<file path="config.mk">
export PLATFORM = sky130hd
export DESIGN_NAME = systolic_array_add_sched
export DESIGN_NICKNAME = d
export VERILOG_FILES = /design/src/rtl/systolic_array_add_sched_pkg.sv /design/src/rtl/systolic_array_add_sched_rr_arbiter.sv /design/src/rtl/systolic_array_add_sched.sv
export SDC_FILE = /design/constraint.sdc
export NUM_CORES = 1
export LEC_CHECK = 0
export ABC_AREA = 1
export BUFFER_PORTS_ARGS = -buffer_cell sky130_fd_sc_hd__clkbuf_2
export CORE_MARGIN = 8
export CORE_UTILIZATION = 28
export DETAILED_ROUTE_END_ITERATION = 16
export PLACE_DENSITY_LB_ADDON = 0.15
export SLEW_MARGIN = 5
export SYNTH_ARGS = -nofsm -noshare
export SYNTH_HDL_FRONTEND = slang
export SYNTH_SLANG_ARGS = --single-unit
</file>
<file path="constraint.sdc">
create_clock -name CLK -period 2.8 [get_ports CLK]
set_clock_uncertainty 0.1 [all_clocks]
set_input_delay 0.42 -clock CLK [delete_from_list [all_inputs] [get_ports CLK]]
set_output_delay 0.42 -clock CLK [all_outputs]
set_load 0.005 [all_outputs]
</file>
<file path="src/rtl/systolic_array_add_sched_pkg.sv">
// systolic_array_add_sched_pkg
//   Shared types and default sizing for the partial-sum adder sequencer.
//   - sched_state_e : sequencer state (IDLE / RUN / RESP)
//   - DEFAULT_*     : default values for the data width, adder latency and
//                     requester count parameters
package systolic_array_add_sched_pkg;

  typedef enum logic [1:0] {
    IDLE = 2'd0,
    RUN  = 2'd1,
    RESP = 2'd2
  } sched_state_e;

  localparam int DEFAULT_DATA_W  = 16;
  localparam int DEFAULT_ADD_LEN = 3;
  localparam int DEFAULT_NUM_REQ = 4;

endpackage

</file>
<file path="src/rtl/systolic_array_add_sched_rr_arbiter.sv">
// rr_arbiter
//   Purely combinational rotating-priority pick. The search starts at index
//   `ptr` and wraps around, so `ptr` has the highest priority and `ptr-1` the
//   lowest. The pointer itself is owned by the instantiating module.
//   Ports:
//     req   in  num_req          request vector
//     ptr   in  $clog2(num_req)  index with highest priority
//     grant out num_req          one-hot winner (all zero when req is zero)
module rr_arbiter
  import systolic_array_add_sched_pkg::*;
#(
  parameter int num_req = DEFAULT_NUM_REQ
) (
  input  logic [num_req-1:0]         req,
  input  logic [$clog2(num_req)-1:0] ptr,
  output logic [num_req-1:0]         grant
);

  localparam int ptr_w = $clog2(num_req);

  logic [ptr_w-1:0] idx;
  logic             found;

  // Walk the requesters in priority order starting at the pointer; the first
  // asserted request wins and blocks everyone after it.
  always_comb begin
    grant = '0;
    found = 1'b0;
    idx   = '0;
    for (int k = 0; k < num_req; k++) begin
      idx = ptr_w'((int'(ptr) + k) % num_req);
      if (!found && req[idx]) begin
        grant[idx] = 1'b1;
        found      = 1'b1;
      end
    end
  end

endmodule

</file>
<file path="src/rtl/systolic_array_add_sched.sv">
// systolic_array_add_sched
//   Sequencer/arbiter in front of the shared pipelined FP16 adder of the
//   systolic array partial-sum path. One requester is granted at a time; the
//   adder is driven for add_len cycles, its output is captured and handed back
//   to the winner with a one-cycle valid pulse. Only one addition is ever in
//   flight.
//
//   Build option:
//     SA_ADD_SCHED_FIXED_PRIO_EN  defined   -> fixed priority, lowest index
//                                              wins, no pointer register
//                                 undefined -> round-robin (default)
//
//   Ports:
//     CLK, nRST     clock (rising edge) / asynchronous active-low reset
//     req           per-requester request
//     op1, op2      per-requester operands
//     gnt           one-hot grant pulse (first RUN cycle)
//     resp_valid    one-hot result-valid pulse (RESP cycle)
//     resp_data     shared result bus, holds until the next capture
//     busy          high while the adder is running
//     add_start     adder start (first RUN cycle only)
//     add_count     adder step counter 0..add_len-1
//     add_in1/2     adder operands, stable through RUN
//     add_out       adder result
module systolic_array_add_sched
  import systolic_array_add_sched_pkg::*;
#(
  parameter int data_w  = DEFAULT_DATA_W,
  parameter int add_len = DEFAULT_ADD_LEN,
  parameter int num_req = DEFAULT_NUM_REQ
) (
  input  logic                             CLK,
  input  logic                             nRST,
  input  logic [num_req-1:0]               req,
  input  logic [num_req-1:0][data_w-1:0]   op1,
  input  logic [num_req-1:0][data_w-1:0]   op2,
  output logic [num_req-1:0]               gnt,
  output logic [num_req-1:0]               resp_valid,
  output logic [data_w-1:0]                resp_data,
  output logic                             busy,
  output logic                             add_start,
  output logic [$clog2(add_len)-1:0]       add_count,
  output logic [data_w-1:0]                add_in1,
  output logic [data_w-1:0]                add_in2,
  input  logic [data_w-1:0]                add_out
);

  localparam int cnt_w = $clog2(add_len);
  localparam int ptr_w = $clog2(num_req);

  sched_state_e       state;
  sched_state_e       next_state;
  logic [ptr_w-1:0]   arb_ptr;
  logic [ptr_w-1:0]   win_idx;
  logic [num_req-1:0] win;
  logic [num_req-1:0] owner;
  logic               grant_now;
  logic               last_cnt;

  assign last_cnt = (add_count == cnt_w'(add_len - 1));

`ifdef SA_ADD_SCHED_FIXED_PRIO_EN
  // Searching from index 0 every time turns the rotating arbiter into a
  // fixed lowest-index-wins priority encoder.
  assign arb_ptr = '0;
`else
  logic [ptr_w-1:0] rr_ptr;

  // The pointer moves just past the last winner, so that winner drops to the
  // lowest priority for the next arbitration round.
  always_ff @(posedge CLK or negedge nRST) begin
    if (!nRST) begin
      rr_ptr <= '0;
    end else if (grant_now) begin
      rr_ptr <= (win_idx == ptr_w'(num_req - 1)) ? '0 : win_idx + ptr_w'(1);
    end
  end

  assign arb_ptr = rr_ptr;
`endif

  rr_arbiter #(
    .num_req(num_req)
  ) u_arb (
    .req  (req),
    .ptr  (arb_ptr),
    .grant(win)
  );

  // Binary index of the one-hot winner, used to steer the operand mux and
  // the pointer update.
  always_comb begin
    win_idx = '0;
    for (int i = 0; i < num_req; i++) begin
      if (win[i]) begin
        win_idx = ptr_w'(i);
      end
    end
  end

  // State register.
  always_ff @(posedge CLK or negedge nRST) begin
    if (!nRST) begin
      state <= IDLE;
    end else begin
      state <= next_state;
    end
  end

  // Next-state logic. RESP lasts exactly one cycle and can chain straight
  // into the next RUN, which is what gives one op every add_len+1 cycles.
  always_comb begin
    next_state = state;
    case (state)
      IDLE:    if (|req)    next_state = RUN;
      RUN:     if (last_cnt) next_state = RESP;
      RESP:    next_state = (|req) ? RUN : IDLE;
      default: next_state = IDLE;
    endcase
  end

  // Decoded outputs. The counter is only ever zero in the first RUN cycle,
  // so that doubles as the adder start strobe.
  always_comb begin
    busy      = (state == RUN);
    add_start = (state == RUN) && (add_count == '0);
    grant_now = ((state == IDLE) || (state == RESP)) && (|req);
  end

  // Datapath: latch the winner's operands at grant, step the counter while
  // running, and capture the adder output on the last step. `owner` remembers
  // who was granted so the result can be routed back.
  always_ff @(posedge CLK or negedge nRST) begin
    if (!nRST) begin
      gnt        <= '0;
      resp_valid <= '0;
      resp_data  <= '0;
      add_count  <= '0;
      add_in1    <= '0;
      add_in2    <= '0;
      owner      <= '0;
    end else begin
      gnt        <= '0;
      resp_valid <= '0;
      if (grant_now) begin
        gnt       <= win;
        owner     <= win;
        add_in1   <= op1[win_idx];
        add_in2   <= op2[win_idx];
        add_count <= '0;
      end else if (state == RUN) begin
        if (last_cnt) begin
          resp_data  <= add_out;
          resp_valid <= owner;
          add_count  <= '0;
        end else begin
          add_count <= add_count + cnt_w'(1);
        end
      end
    end
  end

endmodule
</file>
# Word level (Yosys, flattened, before mapping)
# Cells that the tools add are included.
# op_classes
bitwise_logic	4
reduce_logical	19
magnitude_cmp	9
mux	42
eq_ne	6
n_mul	0
div_mod_pow	0
add_sub_neg	5
shift	0
# op_table
cell	n
$bmux W16 S2	2
$mux W16	2
$mux W4	8
$mux W2	8
$lt A2 B3 Y1 const B	5
$mux W1	13
$or A4 B4 Y4	3
$logic_and A1 B1 Y1	9
$bmux W1 S2	4
$demux W1 S2	4
$ge A2 B1 Y1 const B	4
$add A2 B1 Y2 const B	3
$eq A2 B2 Y1 const B	3
$pmux W2 S3	1
$add A2 B2 Y2 const B	2
$logic_not A2 Y1	2
$reduce_or A4 Y1	1
$logic_not A1 Y1	3
$reduce_and A3 Y1	1
$eq A2 B1 Y1 const B	1
$ne A2 B1 Y1 const B	1
$ne A2 B2 Y1 const B	1
$reduce_and A2 Y1	1
$reduce_bool A2 Y1	1
other kinds (2)	2
# word_totals
mem_count	0
register_bits	66
out_inout_bits	60
wordCells	94
mem_bits_rw	0
latchBits	0
in_bits	150
romBits	0

# Logic depth before layout (Yosys ltp)
# Gate-level depths: netlist (run 1).
# logic_depth
ltp_word	17
mapped_depth	18
ltp_nobuf	17

# By module
# Synthesis (run 1) repeated with hierarchy kept, for this count alone.
# unflattened
hier_cells	720
hier_area_um2	4406.7
# modules_own_cells
module	n_inst	area_each_um2	cells_per_inst	seq_area_each_um2
systolic_array_add_sched	1	4007.6	647	1651.6
rr_arbiter	1	399.1	73	0.0

# Worst setup path before layout (run 1)
# Ideal clock, no wire load.
# synth_timing
path_kind	register to register
startpoint	register rr_ptr[0] (netlist: arb_ptr[0])
endpoint	register add_in2[11]
path_buffers	2
path_slack_ps	447
setup_ps	117
required_time_ps	2583
arrival_time_ps	2136
stages_incl_launch_ff	18
synth_period_minus_slack_ps	2353
cell_sequence	dfrtp_1 > inv_2 > ha_1 > inv_1 > nand3_1 > nand2_1 > nand2_4 > inv_2 > nand3_1 > nand2_1 > nor2_4 > buf_6 > buf_2 > nand3_1 > nand2_1 > nand2_1 > nand2_1 > nand2_1
# synth_via
elab_chain_len	17
elab_cells_between_ends	52
cone_classes	add/sub: 3; order compare: 8; mux: 28; bitwise: 3; reduce/logical: 10
# synth_lines
element	line_no	source
start: declaration	systolic_array_add_sched.sv:67	logic [ptr_w-1:0] rr_ptr;
start signal: assignment	systolic_array_add_sched.sv:75	rr_ptr <= (win_idx == ptr_w'(num_req - 1)) ? '0 : win_idx + ptr_w'(1);
branches (longest 11 deep; another with $lt A2 B3 Y1)	n/a	
$mux W4 *	systolic_array_add_sched_rr_arbiter.sv:32	if (!found && req[idx]) begin
$mux W1	systolic_array_add_sched.sv:95	if (win[i]) begin
$mux W2	systolic_array_add_sched.sv:95	
$mux W2 *	systolic_array_add_sched.sv:95	
$bmux W16 S2 *	systolic_array_add_sched.sv:149	add_in2 <= op2[win_idx];
$mux W16 (not written as such) *	systolic_array_add_sched.sv:149	
end signal: assignment	systolic_array_add_sched.sv:149	
end: declaration	systolic_array_add_sched.sv:44	output logic [data_w-1:0] add_in2,
# Mark *: on every way between the ends. The select of a mux whose other input is x is not followed.
# A chain may end at the register's enable or synchronous reset.

# Worst setup path after layout (run 1)
# layout_timing
startpoint	register rr_ptr[1] (netlist: arb_ptr[1])
endpoint	register add_in2[11]
# Same word-level chain as after synthesis.

==> results.tsv, run 1 <==
metric	value	unit
status	finished clean	
netSwitchingPower	4.49	mW
grt_pass1_vias	4724	
placedCellCount	1124	
yosysSeqAreaShare	37.2	%
drive_gt1_share	29.0	%
core	15700	um^2
avgRoutedWirePerCell	14.1	um
pwr-share-comb	67.5	%
finalCritPeriodShare	90.9	%
grt_pass1_wl	25.3	mm
crit_arrival	2.67	ns
antenna_found_initial	0	
tightest_slew	0.923	ns
vias	4855	
cp-start-kind	flip-flop	
final-instance-count-excl-fill	1140	
critPathMaxStageDelay	0.37	ns
yosys.cell_types.count	26	
switching_share	51.6	%
p_leak	3.72	nW
p_per_area	1440	nW/um^2
utilization	38.4	%
ios	210	
hold_viol	0	
ir_drop	0.804	mV
die_h	142	um
grt_max_degree	67	
grt_setup_unrepaired	false	
crit_top_cell	nand2_1	
die_x	142	um
cp-end-kind	flip-flop	
root_buffer	clkbuf_16	
total_power	8.69	mW
max_cap_viol_count	0	
hold_buffers	0	
initial_core_util	28.3	%
drt_drc_violations_left	0	
port-buffer-count	209	
fin_nets	1076	
finalSetupTns	0	ns
cts.htree.levels	3	
diodes	0	
dp_hpwl	12.3	mm
viasPerCell	4.26	
netlist_area	4440	um^2
clock_latency	0.34	ns
dr.pass1.iters	5	
syn2layout_area_growth	35.6	%
gp_congestion	0.800	
cp_cell_sequence	inv_1 > ha_1 > inv_1 > nand3_1 > nand2_1 > nand2_4 > nor2_4 > nand2_1 > nand3_2 > nand2_4 > nand2_2 > buf_4 > nand2_1 > nand2_1 > nand2_1 > nand2_1 > nand2_1	
syn_avg_cell_area	6.22	um^2
slew_violations	0	
critPathMaxFanout	14	
clkTransAtPathRegs	0.06	ns
slowest_stage	dfrtp_1	
cts_made_buffers	9	
syn_nets	872	
p_int	4.21	mW
numClockSinks	66	
cp.required	2.93	ns
grt-ovfl-total	0	
ys_warn_count	0	
track_usage	16.0	%
fmax	393	MHz
cts_tree	done	
wirelength	16.1	mm
seqPwrFrac	18.9	%
drt_iter0_markers	181	
clk_path_buf_depth	2	
setup_viol	0	
die_area	20200	um^2
max_slew_margin	38.5	%
num_rows	46	
fin_crit	2.54	ns
syn_inst	715	
crit_type	reg2reg	
p_clk_share	13.7	%
ant_nets	0	
hp-class	in2async	
ys_ff_latch	66	
[stage by stage]
step | setup WS (ns) | cell area (um^2) | hold slack, ns
4_1_cts | 0.215 | 6010 | 0.154
2_1_floorplan | 0.447 | 4440 | 0.0244
6_report | 0.255 | 6030 | 0.0846
5_1_grt | 0.00504 | 6030 | 0.158
3_3_place_gp | 0.298 | 5710 | 0.363
3_5_place_dp | 0.241 | 5710 | 0.365
[logic make-up (layout without fill, tap and decap cells)]
family                   Yosys count  after routing  share of synthesized area, %
AND/OR/NAND/NOR                  484            484                          44.8
buffers and inverters            134            343                          13.1
flip-flops                        66             66                          37.2
AO/OA/AOI/OAI                     24             24                          2.90
adder cells (fa/ha/maj)            7              7                          1.97
[critical path, delay by kind of cell (launching register included)]
family	cells	cell delay [ns]
adders and majority gates	1	0.30
buffers and inverters	3	0.45
DFF	1	0.37
and+or+nand+nor	13	1.19
[final timing paths]
path	cells after the start	end	slack [ns]	start
max in group asynchronous	1	arb_ptr[0]	1.88	nRST
min reg2reg	2	resp_data[0]	0.38	resp_data[0]
max reg2reg	17	add_in2[11]	0.26	arb_ptr[1]
max	17	add_in2[11]	0.26	arb_ptr[1]
min in group CLK	3	resp_data[12]	0.17	add_out[12]
min	1	add_in1[0]	0.08	nRST
[power by group through the flow]
stage	clock network, mW	logic, mW	registers, mW
floorplan	0	4.18	1.69
global placement	0	5.92	1.66
detailed placement	0	5.95	1.65
CTS	1.23	5.97	1.65
global route	1.27	6.72	1.69
finish	1.19	5.87	1.64
[final cells by class]
| cell class | count | area (um^2) |
|---|---|---|
| fill | 1764 | 9690 |
| multi-input combinational | 515 | 2220 |
| timing repair buffer | 227 | 1210 |
| clock buffer | 9 | 225 |
| tap | 216 | 270 |
| inverter | 100 | 375 |
| clock inverter | 7 | 80.1 |
| sequential | 66 | 1650 |
[cells in the mapped netlist]
| cell | number | share of area (%) |
|---|---|---|
| nand2_1 | 294 | 25 |
| nand3_2 | 3 | 0.68 |
| nand3_1 | 40 | 4.5 |
| nor3_1 | 3 | 0.34 |
| ha_1 | 7 | 2.0 |
| buf_6 | 7 | 1.8 |
| nor2_1 | 113 | 9.5 |
| nor2_2 | 11 | 1.5 |
| dfrtp_1 | 66 | 37 |
| o22ai_1 | 1 | 0.14 |
| nor2_4 | 2 | 0.51 |
| buf_2 | 14 | 1.6 |
| o2111ai_1 | 1 | 0.20 |
| clkinv_1 | 2 | 0.17 |
| nand2_2 | 2 | 0.28 |
| a21oi_1 | 12 | 1.4 |
| buf_4 | 3 | 0.51 |
| a31oi_1 | 1 | 0.14 |
| clkbuf_1 | 10 | 0.84 |
| o21bai_1 | 1 | 0.17 |
| inv_2 | 3 | 0.25 |
| inv_1 | 95 | 8.0 |
| nor4_1 | 1 | 0.14 |
| o21ai_0 | 8 | 0.90 |
| nand4_1 | 12 | 1.7 |
| nand2_4 | 3 | 0.76 |
[metal layers]
metal / vias up / track usage [%] / wire length, um
met2: 159 / 25.5 / 7200
met5: - / 0 / 0
met4: 0 / 5.60 / 235
met3: 14 / 6.04 / 1570
met1: 2147 / 19.4 / 7110
li1: 2535 / - / -
[sequential cells by signal, summed over array words and instances (netlist names)]
register    flops
add_count       2
add_in1        16
add_in2        16
arb_ptr         2
gnt             4
owner           4
resp_data      16
resp_valid      4
state           2
[what timing repair did]
item / CTS / global route
resized for setup: 0 / 3
buffers inserted: 0 / 0
endpoints found under the setup margin: 0 / 6
hold endpoints to repair: 0 / 0
[cells in the final DEF, fill, tap and decap left out, drive strengths merged]
cell type,instances
inv,102
a21oi,12
nor3,3
o21bai,1
buf,19
bufinv,1
o22ai,1
dfrtp,66
clkinv,2
nand3,43
o2111ai,1
o21ai,8
nand4,12
nor4,1
ha,7
a31oi,1
clkinvlp,2
nand2,299
clkbuf,217
nor2,126
No activity file was read; power rests on OpenSTA's default activity.
==> run 2, diff against run 1 <==
- CTS_BUF_LIST: unset -> sky130_fd_sc_hd__clkbuf_4 sky130_fd_sc_hd__clkbuf_8 sky130_fd_sc_hd__clkbuf_16
- SETUP_SLACK_MARGIN: unset -> 0.15
- SYNTH_HIERARCHICAL: unset -> 1
==> run 2 against run 1 <==
Compared with the run above:
- sequential power is essentially flat
- wire length fell by 3.3%
- maximum frequency increased by 6.5%
- synthesized area down 0.84%
- non-clock buffer count decreased by 3
- setup slack better by 0.15 ns
- count of clock-buffer cells in the layout up 1
- core utilization hardly changed
- power increased by 3.2%
- global-route usage fell by 0.64 points
- critical endpoint is now add_in2[12]
==> results.tsv, run 2 <==
metric	value	unit
r2r_cells	17	
syn_avg_cell_area	6.12	um^2
max_slew_margin	42.3	%
grt-ovfl-total	0	
fin_ws	0.410	ns
cp.required	2.98	ns
ys_ff_latch	66	
dp_worst_setup_slack	0.289	ns
synth_area_leaders	dfrtp_1 37%, nand2_1 26%, nor2_1 12%	
ir_drop	1.01	mV
wirelength	15.6	mm
root_buffer	clkbuf_16	
port-buffer-count	209	
final_common_cell	nand2_1	
yosys.cell_types.count	18	
ys_warn_count	6	
drt_drc_violations_left	0	
viasPerCell	4.26	
dp_hpwl	11.6	mm
critPathMaxFanout	46	
netlist_area	4410	um^2
avgRoutedWirePerCell	13.6	um
p_clk_share	12.9	%
holdWs	0.0781	ns
cp-end-kind	flip-flop	
n_fill_cell	1776	
final_cell_mix	304 x nand2_1, 208 x clkbuf_2, 139 x nor2_1	
numClockSinks	66	
antenna_found_initial	0	
grt_pass1_wl	24.3	mm
grt_max_degree	67	
syn_inst	720	
fmax	418	MHz
status	finished clean	
num_rows	46	
hp-class	in2async	
async_flop_share	100	%
gp_congestion	0.821	
diodes	0	
fin_nets	1077	
setup_viol	0	
die_area	20000	um^2
finalSetupTns	0	ns
yosysSeqAreaShare	37.5	%
ios	210	
synth.most_common_cell	nand2_1	
slew_violations	0	
fin_crit	2.39	ns
syn_nets	876	
netlist_top_cells_count	305 x nand2_1, 139 x nor2_1, 84 x inv_1	
core	15700	um^2
die_h	141	um
clkTransAtPathRegs	0.06	ns
ant_nets	0	
crit_type	reg2reg	
vias	4863	
synth_area_leader_cell	dfrtp_1	
syn2layout_area_growth	36.3	%
cts_tree	done	
finalInstanceArea	6010	um^2
cts_made_buffers	9	
grt_setup_unrepaired	false	
cts-resized-gates	0	
startpoint	arb_ptr[0]	
drive_gt1_share	28.4	%
p_int	4.38	mW
die_x	141	um
r2r-start	arb_ptr[0]	
initial_core_util	28.1	%
cts.htree.levels	3	
hold_buffers	0	
seqPwrFrac	18.3	%
finalCritPeriodShare	85.4	%
grt_pass1_vias	4868	
placed_area	5650	um^2
pwr-share-comb	68.8	%
synth_top_area_share	37.5	%
switching_share	51.2	%
p_per_area	1490	nW/um^2
track_usage	15.4	%
crit_arrival	2.57	ns
max_cap_viol_count	0	
synth_flop_cell	dfrtp_1	
netSwitchingPower	4.59	mW
clock_latency	0.34	ns
tightest_slew	0.865	ns
post_cts.repair.setup_buffers	0	
dr.pass1.iters	5	
hold_viol	0	
drt_iter0_markers	180	
cp-start-kind	flip-flop	
clk_path_buf_depth	2	
reg_top3	add_in1 x16, add_in2 x16, resp_data x16	
synth_edf_count	0	
p_leak	3.76	nW
## run 2: routing by layer
metal  routed length [um]  vias to the layer above  GRT usage (%)
li1                     -                     2522              -
met1                 6730                     2165           18.3
met2                 7510                      163           25.6
met3                 1180                       13           4.91
met4                  159                        0           5.37
met5                    0                        -              0
## run 2: kinds of logic (layout without fill, tap and decap cells)
| family | after synthesis | after routing | share of synthesized area [%] |
|---|---|---|---|
| adders and majority gates | 6 | 6 | 1.70 |
| AOI/OAI and AO/OA | 8 | 8 | 0.908 |
| buffers and inverters | 124 | 330 | 12.7 |
| DFF | 66 | 66 | 37.5 |
| and+or+nand+nor | 516 | 516 | 47.2 |
## run 2: cell type report
cell class              instances  area (um^2)  share of cell area, %
clock buffers                  10          233                   3.87
clock inverters                 6         66.3                   1.10
inverters                      90          343                   5.71
multi-input cells             530         2220                   37.0
flip-flops and latches         66         1650                   27.5
well taps                     216          270                   4.50
repair buffers                224         1220                   20.4
## run 2: stage by stage
stage | instances | total power, mW | utilization, %
finish | 1142 | 8.97 | 38.4
global route | 1142 | 10.0 | 38.4
CTS | 1141 | 8.94 | 38.0
detailed placement | 1125 | 7.73 | 36.1
global placement | 1125 | 7.76 | 36.1
floorplan | 720 | 6.07 | -
## run 2: path summary, 6_finish.rpt
check                                end  slack [ns]
setup / recovery             add_in2[12]        0.41
hold / removal                add_in1[6]        0.08
setup reg to reg             add_in2[12]        0.41
hold reg to reg            resp_data[10]        0.38
max in group asynchronous   resp_data[9]        1.93
min in group CLK            resp_data[5]        0.17
## run 2: critical path, stage by stage, from the launching register on
cell     delay, ns
dfrtp_1       0.38
inv_4         0.08
ha_1          0.34
inv_1         0.09
nand3_1       0.08
nand2_1       0.08
nand2_4       0.09
inv_2         0.05
nand3_1       0.08
nand3_2       0.12
inv_2         0.17
buf_12        0.24
nor2_1        0.07
nor2_1        0.09
nand2_1       0.08
nand2_1       0.07
nand2_1       0.05
nand2_1       0.06
## run 2: power groups by stage
stage | Clock [mW] | Combinational [mW] | Sequential (mW)
2_1_floorplan | 0 | 4.40 | 1.67
3_3_place_gp | 0 | 6.09 | 1.66
4_1_cts | 1.20 | 6.09 | 1.65
5_1_grt | 1.24 | 7.10 | 1.71
6_report | 1.16 | 6.17 | 1.64
3_5_place_dp | 0 | 6.08 | 1.65
==> run 3, diff against run 2 <==
- CORE_MARGIN: 8 -> 5
==> run 3 against run 2 <==
Compared with the run above:
- hold slack improved by 0.041 ns
- setup slack worse by 0.022 ns
- largest cell class unchanged
- clock power is 21% higher
- sequential cell count stayed put
==> results.tsv, run 3 (synthesized netlist as in run 2, its figures left out) <==
metric	value	unit
netSwitchingPower	4.48	mW
syn2layout_area_growth	37.1	%
grt_pass1_wl	23.5	mm
vias	4738	
max_cap_viol_count	0	
grt_max_degree	67	
cp-endpoint	add_in1[10]	
dr.pass1.iters	6	
finalSetupTns	0	ns
reg_top3	add_in1 x16, add_in2 x16, resp_data x16	
fmax	415	MHz
dp_hpwl	11.0	mm
p_per_area	1500	nW/um^2
num_rows	45	
r2r-start	arb_ptr[0]	
drt_iter0_markers	175	
cts_tree	done	
gp_congestion	0.863	
critical_path.reg2reg.endpoint	add_in1[10]	
r2r_slack	0.39	ns
initial_core_util	28.8	%
tightest_slew	0.867	ns
root_buffer	clkbuf_16	
numClockSinks	66	
cp-start-kind	flip-flop	
hp-class	in2async	
track_usage	16.0	%
clk_path_buf_depth	2	
slew_violations	0	
status	finished clean	
viasPerCell	4.17	
finalCritPeriodShare	86.2	%
crit_arrival	2.54	ns
final-instance-count-excl-fill	1135	
clock_latency	0.33	ns
pwr-share-comb	66.3	%
setup_viol	0	
cts.htree.levels	3	
p_int	4.56	mW
crit_type	reg2reg	
ios	210	
final_common_cell	nand2_1	
seqPwrFrac	18.2	%
startpoint	arb_ptr[0]	
hold_viol	0	
cp.required	2.93	ns
cts_made_buffers	9	
die_x	135	um
ir_drop	0.657	mV
post_cts.repair.setup_buffers	0	
core	15300	um^2
clkTransAtPathRegs	0.06	ns
port-buffer-count	209	
hold_buffers	0	
grt-ovfl-total	0	
cts-resized-gates	0	
drive_gt1_share	28.1	%
cp-end-kind	flip-flop	
wirelength	14.6	mm
ant_nets	0	
avgRoutedWirePerCell	12.9	um
fin_nets	1076	
diodes	0	
critPathMaxFanout	32	
placedCellCount	1120	
final_cell_mix	304 x nand2_1, 208 x clkbuf_2, 139 x nor2_1	
die_h	135	um
fin_crit	2.41	ns
grt_pass1_vias	4733	
antenna_found_initial	0	
die_area	18300	um^2
switching_share	49.6	%
p_clk_share	15.5	%
p_leak	3.78	nW
drt_drc_violations_left	0	
r2r_cells	17	
grt_setup_unrepaired	false	
max_slew_margin	42.2	%
-- run 3: cell count changes in the layout (fill, tap and decap cells not counted), sizes merged --
cell      delta
bufinv       +3
clkinvlp     -2
clkbuf       -1
clkinv       -1
inv          -1
-- run 3: per-layer routing --
metal  vias up  part of all wire, %  GRT usage (%)
met4         0                  1.2           4.76
met5         -                    0              0
li1       2527                    -              -
met3        13                  6.3           3.71
met1      2052                   46           20.7
met2       146                   47           26.6
-- run 3: worst min path at each step --
stage,from,end
floorplan,nRST,add_count[0]
global placement,owner[1],owner[1]
detailed placement,add_in2[6],add_in2[6]
CTS,nRST,add_in1[12]
global route,add_out[3],resp_data[3]
finish,nRST,add_in2[13]
-- run 3: power by group through the flow --
stage	clock network [mW]	registers [mW]	logic (mW)
finish	1.40	1.65	5.99
global route	1.48	1.70	6.92
CTS	1.44	1.65	5.96
detailed placement	0	1.66	5.95
global placement	0	1.67	5.96
floorplan	0	1.67	4.40
-- run 3: per-stage QoR --
step / instance area (um^2) / worst slack, ns / util, % / hold WS [ns] / total power [mW]
detailed placement: 5630 / 0.234 / 36.8 / 0.364 / 7.61
floorplan: 4410 / 0.433 / - / 0.0244 / 6.07
CTS: 5990 / 0.233 / 39.1 / 0.157 / 9.04
global placement: 5630 / 0.283 / 36.8 / 0.363 / 7.63
global route: 6040 / 0.141 / 39.4 / 0.178 / 10.1
finish: 6040 / 0.388 / 39.4 / 0.120 / 9.04
-- run 3: critical path, stage by stage (launching register included) --
cell	delay, ns
dfrtp_1	0.38
inv_2	0.14
ha_1	0.29
inv_1	0.10
nand3_1	0.08
nand2_1	0.10
nand2_4	0.07
nor2_4	0.14
nand2_1	0.08
nand3_2	0.11
inv_2	0.07
nand2_4	0.10
buf_12	0.21
nand3_1	0.10
nand2_1	0.09
nand2_1	0.05
nand2_1	0.05
nand2_1	0.05
-- run 3: area by class of cell --
| class | count | area (um^2) |
|---|---|---|
| Inverter | 90 | 343 |
| Timing Repair Buffer | 223 | 1200 |
| Tap cell | 211 | 264 |
| Fill cell | 1728 | 9270 |
| Multi-Input combinational cell | 530 | 2220 |
| Clock inverter | 5 | 128 |
| Clock buffer | 10 | 233 |
| Sequential cell | 66 | 1650 |
